### config.mk
export PLATFORM = sky130hd
export DESIGN_NAME = pll_lock_sequencer
export DESIGN_NICKNAME = d
export VERILOG_FILES = /design/src/rtl/pll_lock_sequencer.sv
export SDC_FILE = /design/constraint.sdc
export NUM_CORES = 1
export LEC_CHECK = 0
export ABC_CLOCK_PERIOD_IN_PS = 3000
export BUFFER_PORTS_ARGS = -buffer_cell sky130_fd_sc_hd__clkbuf_2
export CAP_MARGIN = 20
export CORE_MARGIN = 2
export CORE_UTILIZATION = 45
export DETAILED_ROUTE_END_ITERATION = 8
export GPL_TIMING_DRIVEN = 0
export PLACE_DENSITY_LB_ADDON = 0.2
export SETUP_SLACK_MARGIN = 0.02
export SLEW_MARGIN = 40
export SYNTH_ARGS = -nofsm -noshare
export SYNTH_HDL_FRONTEND = slang
export SYNTH_SLANG_ARGS = --single-unit
### constraint.sdc
create_clock -name clk_i -period 3 [get_ports clk_i]
set_input_delay 0.15 -clock clk_i [delete_from_list [all_inputs] [get_ports clk_i]]
set_output_delay 0.15 -clock clk_i [all_outputs]
set_load 0.05 [all_outputs]
### src/rtl/pll_lock_sequencer.sv
`default_nettype none
// ============================================================================
// Module   : pll_lock_sequencer
// Brief    : Pulses the iCE40 PLL reset, qualifies a synchronized LOCK and
//            falls back to PLL bypass after repeated lock timeouts.
// Revision : 1.0 - initial release
// ============================================================================
module pll_lock_sequencer #(
    parameter int RESET_CYCLES        = 16,
    parameter int LOCK_STABLE_CYCLES  = 1024,
    parameter int LOCK_TIMEOUT_CYCLES = 65536,
    parameter int MAX_RETRIES         = 3
) (
    input  logic       clk_i,
    input  logic       rst_i,
    input  logic       enable_i,
    input  logic       lock_i,
    input  logic       clear_i,
    output logic       pll_resetb_o,
    output logic       pll_bypass_o,
    output logic       ready_o,
    output logic       fail_o,
    output logic [3:0] retry_cnt_o,
    output logic [7:0] lost_lock_cnt_o
);

    localparam logic [2:0] c_ST_IDLE    = 3'd0;
    localparam logic [2:0] c_ST_RESET   = 3'd1;
    localparam logic [2:0] c_ST_WAIT    = 3'd2;
    localparam logic [2:0] c_ST_QUALIFY = 3'd3;
    localparam logic [2:0] c_ST_READY   = 3'd4;
    localparam logic [2:0] c_ST_FAIL    = 3'd5;

    // One extra bit of headroom so a power-of-two parameter never wraps.
    localparam int c_RST_W = $clog2(RESET_CYCLES + 1);
    localparam int c_STB_W = $clog2(LOCK_STABLE_CYCLES + 1);
    localparam int c_TMO_W = $clog2(LOCK_TIMEOUT_CYCLES + 1);

    localparam logic [c_RST_W-1:0] c_RST_LAST    = c_RST_W'(RESET_CYCLES - 1);
    localparam logic [c_STB_W-1:0] c_STB_LAST    = c_STB_W'(LOCK_STABLE_CYCLES - 1);
    localparam logic [c_TMO_W-1:0] c_TMO_LAST    = c_TMO_W'(LOCK_TIMEOUT_CYCLES - 1);
    localparam logic [3:0]         c_MAX_RETRIES = 4'(MAX_RETRIES);

    logic [2:0]         r_state;
    logic [c_RST_W-1:0] r_rst_cnt;
    logic [c_STB_W-1:0] r_stb_cnt;
    logic [c_TMO_W-1:0] r_tmo_cnt;
    logic               r_lock_meta;
    logic               r_lock_sync;

    logic [2:0]         w_state_nxt;
    logic               w_lock_s;
    logic               w_retry_inc;
    logic               w_lock_lost;

    assign w_lock_s = r_lock_sync;

    // Disable has absolute priority; lock beats a coincident timeout.
    always_comb begin
        w_state_nxt = r_state;
        w_retry_inc = 1'b0;
        w_lock_lost = 1'b0;
        if (!enable_i) begin
            w_state_nxt = c_ST_IDLE;
        end else begin
            case (r_state)
                c_ST_IDLE: begin
                    w_state_nxt = c_ST_RESET;
                end
                c_ST_RESET: begin
                    if (r_rst_cnt == c_RST_LAST) begin
                        w_state_nxt = c_ST_WAIT;
                    end
                end
                c_ST_WAIT: begin
                    if (w_lock_s) begin
                        w_state_nxt = c_ST_QUALIFY;
                    end else if (r_tmo_cnt == c_TMO_LAST) begin
                        if (retry_cnt_o < c_MAX_RETRIES) begin
                            w_state_nxt = c_ST_RESET;
                            w_retry_inc = 1'b1;
                        end else begin
                            w_state_nxt = c_ST_FAIL;
                        end
                    end
                end
                c_ST_QUALIFY: begin
                    if (!w_lock_s) begin
                        w_state_nxt = c_ST_WAIT;
                    end else if (r_stb_cnt == c_STB_LAST) begin
                        w_state_nxt = c_ST_READY;
                    end
                end
                c_ST_READY: begin
                    if (!w_lock_s) begin
                        w_state_nxt = c_ST_RESET;
                        w_lock_lost = 1'b1;
                    end
                end
                c_ST_FAIL: begin
                    w_state_nxt = c_ST_FAIL;
                end
                default: begin
                    w_state_nxt = c_ST_IDLE;
                end
            endcase
        end
    end

    always_ff @(posedge clk_i) begin
        if (rst_i) begin
            r_state         <= c_ST_IDLE;
            r_rst_cnt       <= '0;
            r_stb_cnt       <= '0;
            r_tmo_cnt       <= '0;
            r_lock_meta     <= 1'b0;
            r_lock_sync     <= 1'b0;
            pll_resetb_o    <= 1'b0;
            pll_bypass_o    <= 1'b0;
            ready_o         <= 1'b0;
            fail_o          <= 1'b0;
            retry_cnt_o     <= 4'd0;
            lost_lock_cnt_o <= 8'd0;
        end else begin
            r_lock_meta <= lock_i;
            r_lock_sync <= r_lock_meta;
            r_state     <= w_state_nxt;

            // Each counter restarts from zero whenever its state is (re)entered.
            r_rst_cnt <= (r_state == c_ST_RESET && w_state_nxt == c_ST_RESET)
                       ? r_rst_cnt + c_RST_W'(1) : '0;
            r_tmo_cnt <= (r_state == c_ST_WAIT && w_state_nxt == c_ST_WAIT)
                       ? r_tmo_cnt + c_TMO_W'(1) : '0;
            r_stb_cnt <= (r_state == c_ST_QUALIFY && w_state_nxt == c_ST_QUALIFY)
                       ? r_stb_cnt + c_STB_W'(1) : '0;

            if ((r_state == c_ST_IDLE && w_state_nxt == c_ST_RESET) ||
                (r_state == c_ST_QUALIFY && w_state_nxt == c_ST_READY)) begin
                retry_cnt_o <= 4'd0;
            end else if (w_retry_inc) begin
                retry_cnt_o <= retry_cnt_o + 4'd1;
            end

            if (clear_i) begin
                lost_lock_cnt_o <= {7'd0, w_lock_lost};
            end else if (w_lock_lost && lost_lock_cnt_o != 8'hFF) begin
                lost_lock_cnt_o <= lost_lock_cnt_o + 8'd1;
            end

            pll_resetb_o <= (w_state_nxt == c_ST_WAIT)    ||
                            (w_state_nxt == c_ST_QUALIFY) ||
                            (w_state_nxt == c_ST_READY);
            pll_bypass_o <= (w_state_nxt == c_ST_FAIL);
            fail_o       <= (w_state_nxt == c_ST_FAIL);
            ready_o      <= (w_state_nxt == c_ST_READY);
        end
    end

endmodule
`default_nettype wire
; Word-level counts from Yosys, hierarchy flattened
; Cells that the tools add are included.
[word_totals]
output_inout_bits = 16
ff_bits = 53
wordCells = 70
input_bits = 5
[op_classes]
eq_ne = 14
add_sub_neg = 5
n_bitwise = 3
n_reduce_logical = 16
order_cmp = 1
muxes = 19
[ops]
columns = op, count
row1 = 3-bit two-way mux, 8
row2 = 3-bit case mux with 6 select lines, 1
row3 = "17-bit by 1-bit adder with 17-bit output, second input constant", 1
row4 = "17-bit by 16-bit equality test with 1-bit output, second input constant", 1
row5 = "3-bit by 2-bit equality test with 1-bit output, second input constant", 4
row6 = "3-bit equality test, second input constant", 4
row7 = "11-bit by 1-bit adder with 11-bit output, second input constant", 1
row8 = "11-bit by 10-bit equality test with 1-bit output, second input constant", 1
row9 = 1-bit two-way mux, 10
row10 = 2-bit OR reduction, 5
row11 = "8-bit by 1-bit adder with 8-bit output, second input constant", 1
row12 = "8-bit != test, second input constant", 1
row13 = "3-bit by 1-bit equality test with 1-bit output, second input constant", 2
row14 = 1-bit logical AND, 6
row15 = "5-bit by 1-bit adder with 5-bit output, second input constant", 1
row16 = "5-bit by 4-bit equality test with 1-bit output, second input constant", 1
row17 = "4-bit by 1-bit adder with 4-bit output, second input constant", 1
row18 = "4-bit by 2-bit < comparator with 1-bit output, second input constant", 1
row19 = 3-bit zero test, 1
row20 = 1-bit logical OR, 3
row21 = 1-bit inverter, 3
row22 = 2-bit nonzero test, 1

; Depth between registers and ports, before layout
; Gate-level depths: netlist (run 1).
[depth]
depth_word = 10
mapped_depth = 11
depth_no_buf = 8

; Worst setup path after synthesis (run 1)
; Ideal clock, no wire load.
[synth_timing]
path_kind = register -> register
start = register r_tmo_cnt[2]
end = register retry_cnt_o[0]
setup_time_ns = 0.078
required_time_ns = 2.922
arrival_ns = 2.372
stages_incl_launch_ff = 10
n_path_buf = 1
period_less_slack_ns = 2.450
path_slack_ns = 0.550
path_cell_list = dfxtp_1 > and4_1 > clkbuf_1 > nand3_1 > nor3_1 > ha_1 > or3b_1 > or4b_1 > xor2_1 > nor3_1
[synth_via]
elab_chain_cells = 9
elab_cells_between_ends = 15
cone_classes = 3 x eq/ne / 8 x mux / 4 x reduce/logical
[synth_lines]
columns = item, line_no
row1 = from (decl), 47  ; logic [c_TMO_W-1:0] r_tmo_cnt;
row2 = from (signal assigned), 132  ; r_tmo_cnt <= (r_state == c_ST_WAIT && w_state_nxt == c_ST_WAIT)
row3 = 17-bit by 16-bit equality test with 1-bit output *, 78  ; end else if (r_tmo_cnt == c_TMO_LAST) begin
row4 = 3-bit two-way mux, 78
row5 = 3-bit two-way mux, 76  ; if (w_lock_s) begin
row6 = 3-bit case mux with 6 select lines, 66  ; case (r_state)
row7 = 3-bit two-way mux, 63  ; if (!enable_i) begin
row8 = 3-bit by 1-bit equality test with 1-bit output or 3-bit equality test (tied branches), "137, 138"
row9 = 1-bit logical AND (on tied branches), "137, 138"
row10 = 1-bit logical OR, 137  ; if ((r_state == c_ST_IDLE && w_state_nxt == c_ST_RESET) ||
row11 = 2-bit OR reduction (no source line), -
row12 = to (signal assigned), 141  ; retry_cnt_o <= retry_cnt_o + 4'd1;
row13 = to (decl), 23  ; output logic [3:0] retry_cnt_o,
; Mark *: on every way between the ends. The rest lies on a longest branch, timed or not.
; A chain may end at the register's enable or synchronous reset.

; Worst setup path in the final report (run 1)
[layout_timing]
start = register r_tmo_cnt[0]
end = register pll_resetb_o
[layout_via]
elab_chain_cells = 8
elab_cells_between_ends = 10
cone_classes = 4 x eq/ne / 4 x mux / 2 x reduce/logical
[layout_lines]
columns = item, line_no
row1 = 17-bit by 16-bit equality test with 1-bit output *, 78
row2 = 3-bit two-way mux *, 78
row3 = 3-bit two-way mux *, 76
row4 = 3-bit case mux with 6 select lines *, 66
row5 = 3-bit two-way mux *, 63
row6 = 3-bit by 2-bit equality test with 1-bit output (on tied branches), "150, 151"
row7 = 1-bit logical OR, 150  ; pll_resetb_o <= (w_state_nxt == c_ST_WAIT) ||
row8 = 1-bit logical OR *, 151  ; (w_state_nxt == c_ST_QUALIFY) ||
row9 = to (signal assigned), 150
row10 = to (decl), 19  ; output logic pll_resetb_o,
; Marks and branches as above.

==> results.txt, run 1 <==
----------------------------------------------------
[Outcome]
  Status ... finished, final reports clean

[Clock network]
  Clock buffers created by TritonCTS ... 5
  Worst-case clock buffer depth ... 2
  CTS tree ... done
  Insertion delay of the later-clocked pin in the worst-skew pair ... 300 ps
  Clock-pin slew of the registers on the worst-case setup and hold paths ... 90 ps
  Number of buffers inserted for hold repair after clock tree synthesis ... 0
  Clock sink total ... 53
  Clk root buf ... sky130_fd_sc_hd__clkbuf_8
  CTS H-tree depth ... 2

[Route]
  Number of remaining DRC errors ... 0
  Number of detailed-route iterations in the first pass ... 4
  Sum of routed wire segments on met1 ... 2.20 mm
  Met3 wirelength from detailed routing ... 139 um
  Antenna Nets Post-Route ... 0
  Via count ... 1945
  Total wire length ... 4.44 mm
  Violation count after the first detailed-route iteration ... 75
  Mean number of vias per cell ... 5.29
  Routed wire length on met2 ... 1.99 mm
  Top routing layer in use ... met4
  Per-cell routed wire length ... 12.1 um

[Yosys]
  Portion of netlist area occupied by mux cells ... 0.00819
  Warnings from Yosys ... 0
  Share of synthesized cell area in full adder, half adder and majority cells ... 0.0358
  Cell Area, Synth ... 0.00244 mm^2
  Number of distinct library cells after synthesis ... 50
  Synthesized area per cell ... 8.99 um^2
  Async set-or-reset flop fraction in the synthesized netlist ... 0
  Post-synth EDFFs ... 0
  Main combinational cell family by area after synthesis ... simple AND/OR/NAND/NOR gates
  Mapped Nets ... 284
  Primary FF master, synth ... sky130_fd_sc_hd__dfxtp_1
  Area fraction in compound gates after synthesis ... 0.0931
  Count of mapped cells out of synthesis ... 272
  Share of synthesized cell area in and, or, nand and nor gates ... 0.307
  Xor and xnor area share after synthesis ... 0.0824
  Sequential-to-total area share from yosys stat ... 0.434
  Synthesized flop and latch total ... 53

[Finish]
  Nets@finish ... 310
  Filler Cell Count ... 501
  Layout area overhead ... 11.8%
  Area used by multi-input combinational logic ... 0.00129 mm^2
  Reg area ... 0.00106 mm^2
  Ant. Diodes ... 0
  Proportion of layout cells with a drive suffix above 1 ... 0.131

[Critical path]
  Maximum fanout along the worst path ... 7
  Reg2Reg Launch Point ... r_tmo_cnt[0]$_SDFF_PP0_
  Minimum setup slack among reg-to-reg paths ... 230 ps
  Crit path launch type ... register
  R2r worst-path depth ... 9
  Capturing element type of the critical path ... register
  Endpoint required time on the critical path ... 3230 ps
  Reg2Reg Capture Point ... pll_resetb_o$_SDFF_PP0_
  Launch point of the critical path ... r_tmo_cnt[0]$_SDFF_PP0_
  Data arrival time of the critical path ... 3000 ps
  Critical path class ... reg2reg

[STA]
  Unrepaired setup endpoints after global routing ... false
  Fin crit period ... 2770 ps
  Clock Skew ... 6.05 ps
  F_max ... 0.361 GHz
  Transition time at the pin with the least slew margin ... 437 ps
  Post-route clock period utilization ... 0.922
  Worst slew slack as a fraction of its limit ... 0.706
  Worst-case hold slack ... 54.4 ps
  Final Hold Fails ... 0
  Total negative setup slack ... 0 ps
  Max-slew violation count ... 0
  Count of endpoints failing setup in the final report ... 0

[Min path]
  Hold endpoint ... r_lock_meta$_SDFF_PP0_
  Number of stages on the worst hold path ... 2
  Hold WC Path Type ... in2reg
  Launch point of the worst hold path ... lock_i

[Placement]
  IO Port Bufs ... 20
  Weighted congestion at the end of routability-driven global placement ... 0.772
  Post-DP HPWL ... 3.17 mm

[Floorplan]
  DIE HEIGHT ... 77.7 um
  Die ar. ... 0.00604 mm^2
  Std cell rows ... 26
  Initial cell density of the core ... 0.473
  Count of boundary I/O pins ... 21
  Std-Cell Core Area ... 0.00517 mm^2
  Chip width ... 77.7 um

[Flow run]
  Number of maximum-capacitance constraint violations ... 0

[Power]
  Lkg Pwr ... 0.992 nW
  Largest vdd supply drop ... 188 uV
  Power density cells ... 437 mW/mm^2

[Global routing]
  Vias in the first global route ... 1806
  First-pass GRT wire length ... 7.77 mm
  Overall track demand over capacity in global routing ... 0.159
  Largest net degree at the start of global routing ... 16
  Antenna violations before repair ... 0
  Congestion Overflow GR ... 0

----------------------------------------------------
where the power goes:
part	switching, mW	internal (mW)
combinational	0.0152	0.00990
sequential	0.00187	0.705
clock	0.220	0.243
total	0.238	0.958
kinds of logic (layout without fill, tap and decap cells):
group           after synthesis  in the layout
compound gates               33             33
flops                        53             53
fa+ha+maj                     7              7
simple gates                132            132
buf+inv                      22             48
xor+xnor                     23             23
mux                           2              2
cell usage after synthesis (2+ instances only):
cell / n / share of area
sky130_fd_sc_hd__o21ai_0: 5 / 0.010
sky130_fd_sc_hd__nand3b_1: 6 / 0.018
sky130_fd_sc_hd__or3b_1: 2 / 0.0072
sky130_fd_sc_hd__or3_1: 7 / 0.018
sky130_fd_sc_hd__nor4_1: 2 / 0.0051
sky130_fd_sc_hd__nor3b_1: 3 / 0.0092
sky130_fd_sc_hd__ha_1: 7 / 0.036
sky130_fd_sc_hd__a31oi_1: 4 / 0.010
sky130_fd_sc_hd__nor2_1: 36 / 0.055
sky130_fd_sc_hd__nand2b_1: 3 / 0.0077
sky130_fd_sc_hd__clkbuf_1: 7 / 0.011
sky130_fd_sc_hd__xor2_1: 14 / 0.050
sky130_fd_sc_hd__buf_2: 2 / 0.0041
sky130_fd_sc_hd__and4b_1: 2 / 0.0082
sky130_fd_sc_hd__inv_1: 10 / 0.015
sky130_fd_sc_hd__a21o_1: 3 / 0.0092
sky130_fd_sc_hd__mux2i_1: 2 / 0.0082
sky130_fd_sc_hd__and4_1: 6 / 0.021
sky130_fd_sc_hd__and3_1: 5 / 0.013
sky130_fd_sc_hd__nand3_1: 14 / 0.029
sky130_fd_sc_hd__dfxtp_1: 53 / 0.43
sky130_fd_sc_hd__a21oi_1: 9 / 0.018
sky130_fd_sc_hd__xnor2_1: 9 / 0.032
sky130_fd_sc_hd__nor2b_1: 3 / 0.0077
sky130_fd_sc_hd__nand2_1: 11 / 0.017
sky130_fd_sc_hd__o41ai_1: 2 / 0.0072
sky130_fd_sc_hd__nor3_1: 11 / 0.023
sky130_fd_sc_hd__or4b_1: 2 / 0.0082
sky130_fd_sc_hd__nand4_1: 11 / 0.028
worst max-delay path by stage:
stage,endpoint,slack (ps)
floorplan,retry_cnt_o[0]$_SDFFE_PP0P_,550
global placement,pll_resetb_o$_SDFF_PP0_,200
detailed placement,pll_resetb_o$_SDFF_PP0_,240
CTS,pll_resetb_o$_SDFF_PP0_,180
global route,r_rst_cnt[2]$_SDFF_PP0_,40
finish,pll_resetb_o$_SDFF_PP0_,230
stage by stage:
step           instance area [um^2]  instances  utilization  power [mW]  worst slack, ps
4_1_cts                        2740        369        0.529        1.21              183
5_1_grt                        2730        368        0.528        1.24             35.8
2_1_floorplan                  2440        272            -       0.740              550
3_3_place_gp                   2630        362        0.509       0.749              203
6_report                       2730        368        0.528        1.20              233
3_5_place_dp                   2630        362        0.509       0.749              239
critical path: stages (launching register included):
cell and delay (ps):
sky130_fd_sc_hd__dfxtp_1 400, sky130_fd_sc_hd__ha_1 160, sky130_fd_sc_hd__clkbuf_1 270, sky130_fd_sc_hd__nand3_1 180, sky130_fd_sc_hd__nor3_1 200, sky130_fd_sc_hd__ha_1 180, sky130_fd_sc_hd__or3b_1 390, sky130_fd_sc_hd__or3_1 410
sky130_fd_sc_hd__a211o_1 350, sky130_fd_sc_hd__o22ai_1 170
metal layers:
metal | GRT usage | up-vias
met5 | 0 | -
met4 | 0.0714 | 0
met3 | 0.0337 | 12
met2 | 0.262 | 27
met1 | 0.198 | 887
li1 | - | 1019
cells in the final DEF (no fill, tap or decap), types with 4 or more instances in the layout:
master / synthesis / layout
sky130_fd_sc_hd__o21ai_0: 5 / 5
sky130_fd_sc_hd__clkbuf_8: 0 / 5
sky130_fd_sc_hd__clkbuf_2: 0 / 20
sky130_fd_sc_hd__dfxtp_1: 53 / 53
sky130_fd_sc_hd__nand3_1: 14 / 14
sky130_fd_sc_hd__xnor2_1: 9 / 9
sky130_fd_sc_hd__nand2_1: 11 / 11
sky130_fd_sc_hd__a21oi_1: 9 / 9
sky130_fd_sc_hd__ha_1: 7 / 7
sky130_fd_sc_hd__nand3b_1: 6 / 6
sky130_fd_sc_hd__and4_1: 6 / 6
sky130_fd_sc_hd__nor2_1: 36 / 36
sky130_fd_sc_hd__or3_1: 7 / 7
sky130_fd_sc_hd__a31oi_1: 4 / 4
sky130_fd_sc_hd__inv_1: 10 / 10
sky130_fd_sc_hd__clkbuf_1: 7 / 6
sky130_fd_sc_hd__and3_1: 5 / 5
sky130_fd_sc_hd__nor3_1: 11 / 11
sky130_fd_sc_hd__xor2_1: 14 / 14
sky130_fd_sc_hd__nand4_1: 11 / 11
sequential cells by signal, summed over array words and instances, names as in the netlist:
name             flops
r_state              3
r_lock_sync          1
r_tmo_cnt           17
r_lock_meta          1
pll_resetb_o         1
r_stb_cnt           11
retry_cnt_o          4
r_rst_cnt            5
fail_o               1
lost_lock_cnt_o      8
ready_o              1
timing repair:
action                     CTS  global route
gates resized for setup      0             0
setup endpoints to repair    0             4
buffers inserted             0             0
layout make-up:
| cell class | count | area share |
|---|---|---|
| Multi-Input combinational cell | 197 | 0.471 |
| Inverter | 10 | 0.0137 |
| Sequential cell | 53 | 0.388 |
| Clock buffer | 5 | 0.0252 |
| Clock inverter | 2 | 0.0128 |
| Tap cell | 70 | 0.0321 |
| Buffer | 11 | 0.0201 |
| Timing Repair Buffer | 20 | 0.0366 |
No activity file was read; power rests on OpenSTA's default activity.
==> run 2, diff against run 1 <==
--- a/config.mk
+++ b/config.mk
@@ -9,7 +9,7 @@
 export BUFFER_PORTS_ARGS = -buffer_cell sky130_fd_sc_hd__clkbuf_2
 export CAP_MARGIN = 20
 export CORE_MARGIN = 2
-export CORE_UTILIZATION = 45
+export CORE_UTILIZATION = 46
 export DETAILED_ROUTE_END_ITERATION = 8
 export GPL_TIMING_DRIVEN = 0
 export PLACE_DENSITY_LB_ADDON = 0.2
==> run 2 against run 1 <==
  * Sequential share of layout area fell by 0.18 points
  * Global-route usage decreased by 0.26 points
  * Critical path depth down 1
  * Non-clock buffer count shrank 1
  * Sequential power about the same
  * Critical path type unchanged
  * Power is 2.6% higher
  * Maximum frequency grew 3.0%
  * Clock-buffer cell count up 1
==> results.txt, run 2 (same netlist as run 1, synthesis figures left out) <==
----------------------------------------------------
[Outcome]
  Status ... finished, final reports clean

[STA]
  Post-route clock period utilization ... 0.895 (-0.0273)
  F_max ... 0.372 GHz (+3.0%)
  Fin crit period ... 2680 ps (-81.8 ps)
  Max-slew violation count ... 0 (unchanged)
  Worst slew slack as a fraction of its limit ... 0.695 (-0.0112)
  Unrepaired setup endpoints after global routing ... false
  Worst-case hold slack ... 54.7 ps (+0.321 ps)
  Total negative setup slack ... 0 ps (unchanged)
  Clock Skew ... 8.85 ps (+2.80 ps)
  Final Hold Fails ... 0 (unchanged)
  Count of endpoints failing setup in the final report ... 0 (unchanged)
  Transition time at the pin with the least slew margin ... 458 ps (+20.2 ps)

[Global routing]
  Vias in the first global route ... 1781 (-1.4%)
  Largest net degree at the start of global routing ... 17 (+1)
  Antenna violations before repair ... 0 (unchanged)
  Congestion Overflow GR ... 0 (unchanged)
  First-pass GRT wire length ... 7.61 mm (-2.0%)
  Overall track demand over capacity in global routing ... 0.156 (-0.00264)

[Route]
  Via count ... 1917 (-1.4%)
  Met3 wirelength from detailed routing ... 139 um (unchanged)
  Antenna Nets Post-Route ... 0 (unchanged)
  Sum of routed wire segments on met1 ... 2.17 mm (-1.5%)
  Mean number of vias per cell ... 5.21 (-1.4%)
  Violation count after the first detailed-route iteration ... 81 (+8.0%)
  Number of detailed-route iterations in the first pass ... 4 (unchanged)
  Per-cell routed wire length ... 11.5 um (-4.4%)
  Number of remaining DRC errors ... 0 (unchanged)
  Total wire length ... 4.24 mm (-4.4%)
  Routed wire length on met2 ... 1.88 mm (-5.7%)
  Top routing layer in use ... met4

[Placement]
  Dpl cell area ... 0.00263 mm^2 (unchanged)
  Cells after DPL ... 362 (unchanged)
  IO Port Bufs ... 20 (unchanged)
  Weighted congestion at the end of routability-driven global placement ... 0.774 (+0.25%)
  Post-DP HPWL ... 3.11 mm (-2.0%)

[Finish]
  Final instance area ... 0.00275 mm^2 (+0.46%)
  Layout area overhead ... 12.3%
  Nets@finish ... 309 (-0.32%)
  Max FFs per register ... 17 (unchanged)
  Post-Route Utilization ... 0.537 (+0.00918)
  Highest-count cells in the layout ignoring fill and taps ... sky130_fd_sc_hd__dfxtp_1 (53), sky130_fd_sc_hd__nor2_1 (36), sky130_fd_sc_hd__clkbuf_2 (20)
  Largest registers ranked by flip-flop count ... r_tmo_cnt: 17 flops, r_stb_cnt: 11 flops, lost_lock_cnt_o: 8 flops
  Ant. Diodes ... 0 (unchanged)
  Proportion of layout cells with a drive suffix above 1 ... 0.134 (+0.00336)
  Largest Register ... r_tmo_cnt
  Final instance count without filler cells ... 368 (unchanged)
  Most common library cell in the layout ignoring fill and taps ... sky130_fd_sc_hd__dfxtp_1
  Filler Cell Count ... 493 (-1.6%)

[Power]
  Power density cells ... 447 mW/mm^2 (+2.1%)
  Largest vdd supply drop ... 313 uV (+67%)
  Lkg Pwr ... 0.994 nW (+0.23%)

[Clock network]
  CTS H-tree depth ... 2 (unchanged)
  Post-CTS repair timing setup buffer count ... 0 (unchanged)
  Worst-case clock buffer depth ... 2 (unchanged)
  Clock sink total ... 53 (unchanged)
  Clock-pin slew of the registers on the worst-case setup and hold paths ... 90 ps (about the same)
  Clock buffers created by TritonCTS ... 5 (unchanged)
  Insertion delay of the later-clocked pin in the worst-skew pair ... 300 ps (about the same)
  Number of buffers inserted for hold repair after clock tree synthesis ... 0 (unchanged)
  Post-CTS resize count ... 0 (unchanged)
  Clk root buf ... sky130_fd_sc_hd__clkbuf_8
  CTS tree ... done

[Critical path]
  Crit path launch type ... register
  Sum of buffers and inverters on the critical path ... 0 (-1)
  Peak per-stage delay on the critical path ... 430 ps (+20 ps)
  Critical path, cell by cell ... and4_1, nand3_1, nor3_1, ha_1, or3b_1, or3_1, a211o_1, o22ai_1
  Capturing element type of the critical path ... register
  Slowest CP cell ... sky130_fd_sc_hd__dfxtp_1
  Maximum fanout along the worst path ... 6 (-1)
  Data arrival time of the critical path ... 2910 ps (-90 ps)
  Kind of cell adding the most delay to the critical path ... simple AND/OR/NAND/NOR gates
  Endpoint required time on the critical path ... 3220 ps (about the same)
  Critical path class ... reg2reg

[Min path]
  Hold WC Path Type ... in2reg

[Floorplan]
  Chip width ... 76.9 um (-1.0%)
  Initial cell density of the core ... 0.479 (+0.00602)
  Die ar. ... 0.00591 mm^2 (-2.1%)
  Std cell rows ... 26 (unchanged)
  Std-Cell Core Area ... 0.00511 mm^2 (-1.3%)
  DIE HEIGHT ... 76.9 um (-1.0%)
  Count of boundary I/O pins ... 21 (unchanged)

[Flow run]
  Number of maximum-capacitance constraint violations ... 0 (unchanged)

----------------------------------------------------
[run 2: report_power, final]
| group | leakage (nW) | total [mW] | switching, mW | internal, mW |
|---|---|---|---|---|
| Clock | 0.0574 | 0.494 | 0.222 | 0.271 |
| Combinational | 0.509 | 0.0252 | 0.0153 | 0.00990 |
| Sequential | 0.427 | 0.707 | 0.00181 | 0.705 |
[run 2: cell type report]
type	count	area [um^2]	area share
Timing Repair Buffer	20	100	0.0365
Clock inverter	2	37.5	0.0137
Multi-Input combinational cell	197	1290	0.469
Sequential cell	53	1060	0.387
Inverter	10	37.5	0.0137
Buffer	10	51.3	0.0187
Tap cell	70	87.6	0.0319
Clock buffer	6	82.6	0.0301
[run 2: worst paths after layout]
kind | endpoint | cells after the start | from | slack, ps
max | pll_resetb_o$_SDFF_PP0_ | 8 | r_tmo_cnt[2]$_SDFF_PP0_ | 320
min reg2reg | r_stb_cnt[10]$_SDFF_PP0_ | 2 | r_stb_cnt[10]$_SDFF_PP0_ | 430
min | r_lock_meta$_SDFF_PP0_ | 2 | lock_i | 50
max reg2reg | pll_resetb_o$_SDFF_PP0_ | 8 | r_tmo_cnt[2]$_SDFF_PP0_ | 320
[run 2: worst reg2reg max path, stage by stage, from the launching register on]
cell and delay, ps:
sky130_fd_sc_hd__dfxtp_1 430, sky130_fd_sc_hd__and4_1 340, sky130_fd_sc_hd__nand3_1 160, sky130_fd_sc_hd__nor3_1 210
sky130_fd_sc_hd__ha_1 180, sky130_fd_sc_hd__or3b_1 390, sky130_fd_sc_hd__or3_1 400, sky130_fd_sc_hd__a211o_1 330
sky130_fd_sc_hd__o22ai_1 170
[run 2: stage by stage]
stage | total power, mW | setup slack [ps]
2_1_floorplan | 0.740 | 550
3_3_place_gp | 0.749 | 197
3_5_place_dp | 0.749 | 194
4_1_cts | 1.24 | 164
5_1_grt | 1.27 | 120
6_report | 1.23 | 315
[run 2: per-layer routing]
metal  global-route usage  vias up
met5                    0        -
met4               0.0545        0
met3               0.0365        7
met2                0.254       29
met1                0.203      866
li1                     -     1015
==> run 3, diff against run 2 <==
--- a/config.mk
+++ b/config.mk
@@ -9,7 +9,7 @@
 export BUFFER_PORTS_ARGS = -buffer_cell sky130_fd_sc_hd__clkbuf_2
 export CAP_MARGIN = 20
 export CORE_MARGIN = 2
-export CORE_UTILIZATION = 46
+export CORE_UTILIZATION = 55
 export DETAILED_ROUTE_END_ITERATION = 8
 export GPL_TIMING_DRIVEN = 0
 export PLACE_DENSITY_LB_ADDON = 0.2
==> run 3 against run 2 <==
  * Power rose by 0.69%
  * Sequential share of layout area increased by 0.27 points
  * Wire length grew 2.9%
  * Combinational power about the same
  * Sequential power is essentially flat
  * Core utilization is 9.3 points higher
  * Register-to-register slack got worse by 100 ps
  * Die area shrank 16%
  * Critical endpoint unchanged
  * Largest cell class unchanged
==> results.txt, run 3 (same netlist as run 1, synthesis figures left out) <==
----------------------------------------------------
[Min path]
  Hold endpoint ... r_lock_meta$_SDFF_PP0_
  Hold WC Path Type ... in2reg
  Number of stages on the worst hold path ... 2 (unchanged)
  Launch point of the worst hold path ... lock_i

[Clock network]
  Worst-case clock buffer depth ... 2 (unchanged)
  Insertion delay of the later-clocked pin in the worst-skew pair ... 310 ps (about the same)
  Clock sink total ... 53 (unchanged)
  CTS tree ... done
  Clk root buf ... sky130_fd_sc_hd__clkbuf_8
  Number of buffers inserted for hold repair after clock tree synthesis ... 0 (unchanged)
  CTS H-tree depth ... 2 (unchanged)
  Clock buffers created by TritonCTS ... 5 (unchanged)
  Clock-pin slew of the registers on the worst-case setup and hold paths ... 90 ps (about the same)
  Post-CTS repair timing setup buffer count ... 0 (unchanged)

[Floorplan]
  Std cell rows ... 24 (-7.7%)
  Std-Cell Core Area ... 0.00432 mm^2 (-15%)
  Count of boundary I/O pins ... 21 (unchanged)
  Die ar. ... 0.00499 mm^2 (-16%)
  Chip width ... 70.7 um (-8.1%)
  Initial cell density of the core ... 0.565 (+0.0867)
  DIE HEIGHT ... 70.7 um (-8.1%)

[Critical path]
  Minimum setup slack among reg-to-reg paths ... 210 ps (-100 ps)
  Reg2Reg Launch Point ... r_tmo_cnt[0]$_SDFF_PP0_
  Maximum fanout along the worst path ... 7 (+1)
  Peak per-stage delay on the critical path ... 400 ps (-30 ps)
  Reg2Reg Capture Point ... pll_resetb_o$_SDFF_PP0_
  Critical path class ... reg2reg
  Critical path, cell by cell ... ha_1, clkbuf_1, nand3_1, nor3_1, ha_1, or3b_1, or3_1, a211o_1, o22ai_1
  R2r worst-path depth ... 9 (+1)
  Slowest CP cell ... sky130_fd_sc_hd__dfxtp_1
  Endpoint required time on the critical path ... 3220 ps (about the same)
  Cell type with the highest occurrence count on the critical path ... sky130_fd_sc_hd__ha_1
  Data arrival time of the critical path ... 3010 ps (+100 ps)
  Sum of buffers and inverters on the critical path ... 1 (+1)
  Kind of cell adding the most delay to the critical path ... simple AND/OR/NAND/NOR gates
  Crit path launch type ... register
  Capturing element type of the critical path ... register

[Power]
  Lkg Pwr ... 0.995 nW (+0.12%)
  Final Total Pwr ... 1.23 mW (+0.69%)
  Power density cells ... 453 mW/mm^2 (+1.4%)
  Largest vdd supply drop ... 324 uV (+3.5%)

[Finish]
  Layout area overhead ... 11.5%
  Post-Route Utilization ... 0.630 (+0.0930)
  Nets@finish ... 310 (+0.32%)
  Final instance area ... 0.00273 mm^2 (-0.68%)
  Filler Cell Count ... 406 (-18%)
  Largest Register ... r_tmo_cnt
  Most common library cell in the layout ignoring fill and taps ... sky130_fd_sc_hd__dfxtp_1
  Max FFs per register ... 17 (unchanged)
  Proportion of layout cells with a drive suffix above 1 ... 0.134 (-0.000449)
  Ant. Diodes ... 0 (unchanged)
  Highest-count cells in the layout ignoring fill and taps ... sky130_fd_sc_hd__dfxtp_1 (53), sky130_fd_sc_hd__nor2_1 (36), sky130_fd_sc_hd__clkbuf_2 (20)
  Largest registers ranked by flip-flop count ... r_tmo_cnt: 17 flops, r_stb_cnt: 11 flops, lost_lock_cnt_o: 8 flops

[STA]
  Fin crit period ... 2790 ps (+104 ps)
  Worst slew slack as a fraction of its limit ... 0.704 (+0.00942)
  Max-slew violation count ... 0 (unchanged)
  Post-route clock period utilization ... 0.930 (+0.0348)
  Worst-case hold slack ... 55.3 ps (+0.612 ps)
  F_max ... 0.359 GHz (-3.7%)
  Count of endpoints failing setup in the final report ... 0 (unchanged)
  Clock Skew ... 8.37 ps (-0.483 ps)
  Unrepaired setup endpoints after global routing ... false
  Final Hold Fails ... 0 (unchanged)
  Transition time at the pin with the least slew margin ... 440 ps (-17.5 ps)
  Total negative setup slack ... 0 ps (unchanged)

[Route]
  Antenna Nets Post-Route ... 0 (unchanged)
  Violation count after the first detailed-route iteration ... 117 (+44%)
  Per-cell routed wire length ... 12.4 um (+7.9%)
  Total wire length ... 4.36 mm (+2.9%)
  Via count ... 1946 (+1.5%)
  Mean number of vias per cell ... 5.54 (+6.4%)
  Number of remaining DRC errors ... 0 (unchanged)
  Number of detailed-route iterations in the first pass ... 4 (unchanged)

[Global routing]
  Antenna violations before repair ... 0 (unchanged)
  Overall track demand over capacity in global routing ... 0.182 (+0.0265)
  First-pass GRT wire length ... 7.50 mm (-1.4%)
  Largest net degree at the start of global routing ... 17 (unchanged)
  Vias in the first global route ... 1725 (-3.1%)
  Congestion Overflow GR ... 0 (unchanged)

[Placement]
  Post-DP HPWL ... 3.11 mm (-0.13%)
  IO Port Bufs ... 20 (unchanged)
  Weighted congestion at the end of routability-driven global placement ... 0.842 (+8.8%)
  Dpl cell area ... 0.00261 mm^2 (-0.86%)

[Flow run]
  Number of maximum-capacitance constraint violations ... 0 (unchanged)

[Outcome]
  Status ... finished, final reports clean

----------------------------------------------------
-- run 3: repair_timing --
action	in CTS	in global routing
endpoints found under the setup margin	0	1
gates resized for setup	0	0
hold endpoints to repair	0	0
-- run 3: through the flow --
stage                     setup WS (ps)  cells
after detailed placement            177    344
final                               211    351
after CTS                           152    352
after floorplan                     550    272
after global routing               73.6    351
after global placement              199    344
-- run 3: layer usage --
| layer | vias to the layer above | share of wire | wire [um] | global-route usage |
|---|---|---|---|---|
| met5 | - | 0 | 0 | 0 |
| met4 | 0 | 0.013 | 56 | 0.0503 |
| met3 | 6 | 0.036 | 155 | 0.0427 |
| li1 | 1022 | - | - | - |
| met2 | 32 | 0.43 | 1890 | 0.291 |
| met1 | 886 | 0.52 | 2260 | 0.250 |
-- run 3: worst max-delay path by stage --
stage,from,endpoint,slack [ps],cells past startpoint
2_1_floorplan,r_tmo_cnt[2]$_SDFF_PP0_,retry_cnt_o[0]$_SDFFE_PP0P_,550,9
3_3_place_gp,r_tmo_cnt[2]$_SDFF_PP0_,pll_resetb_o$_SDFF_PP0_,200,9
3_5_place_dp,r_tmo_cnt[2]$_SDFF_PP0_,pll_resetb_o$_SDFF_PP0_,180,9
4_1_cts,r_tmo_cnt[2]$_SDFF_PP0_,pll_resetb_o$_SDFF_PP0_,150,9
5_1_grt,r_tmo_cnt[0]$_SDFF_PP0_,pll_resetb_o$_SDFF_PP0_,70,9
6_report,r_tmo_cnt[0]$_SDFF_PP0_,pll_resetb_o$_SDFF_PP0_,210,9
-- run 3: cell type report --
type                            count  area, um^2  share of cell area
Clock inverter                      2        37.5              0.0138
Inverter                           10        37.5              0.0138
Clock buffer                        6        82.6              0.0303
Multi-Input combinational cell    197        1290               0.472
Timing Repair Buffer               20         100              0.0367
Tap cell                           52        65.1              0.0239
Sequential cell                    53        1060               0.389
Buffer                             11        55.1              0.0202
-- run 3: power breakdown --
group	switching (mW)	internal, mW
Combinational	0.0155	0.00991
Sequential	0.00175	0.705
Clock	0.231	0.271
Total	0.248	0.986
-- run 3: worst reg2reg max path: cells and delay by family (launching register included) --
family          cells  cell delay [ps]
simple gates        4             1190
compound gates      2              500
flops               1              400
fa+ha+maj           2              350
buf+inv             1              270
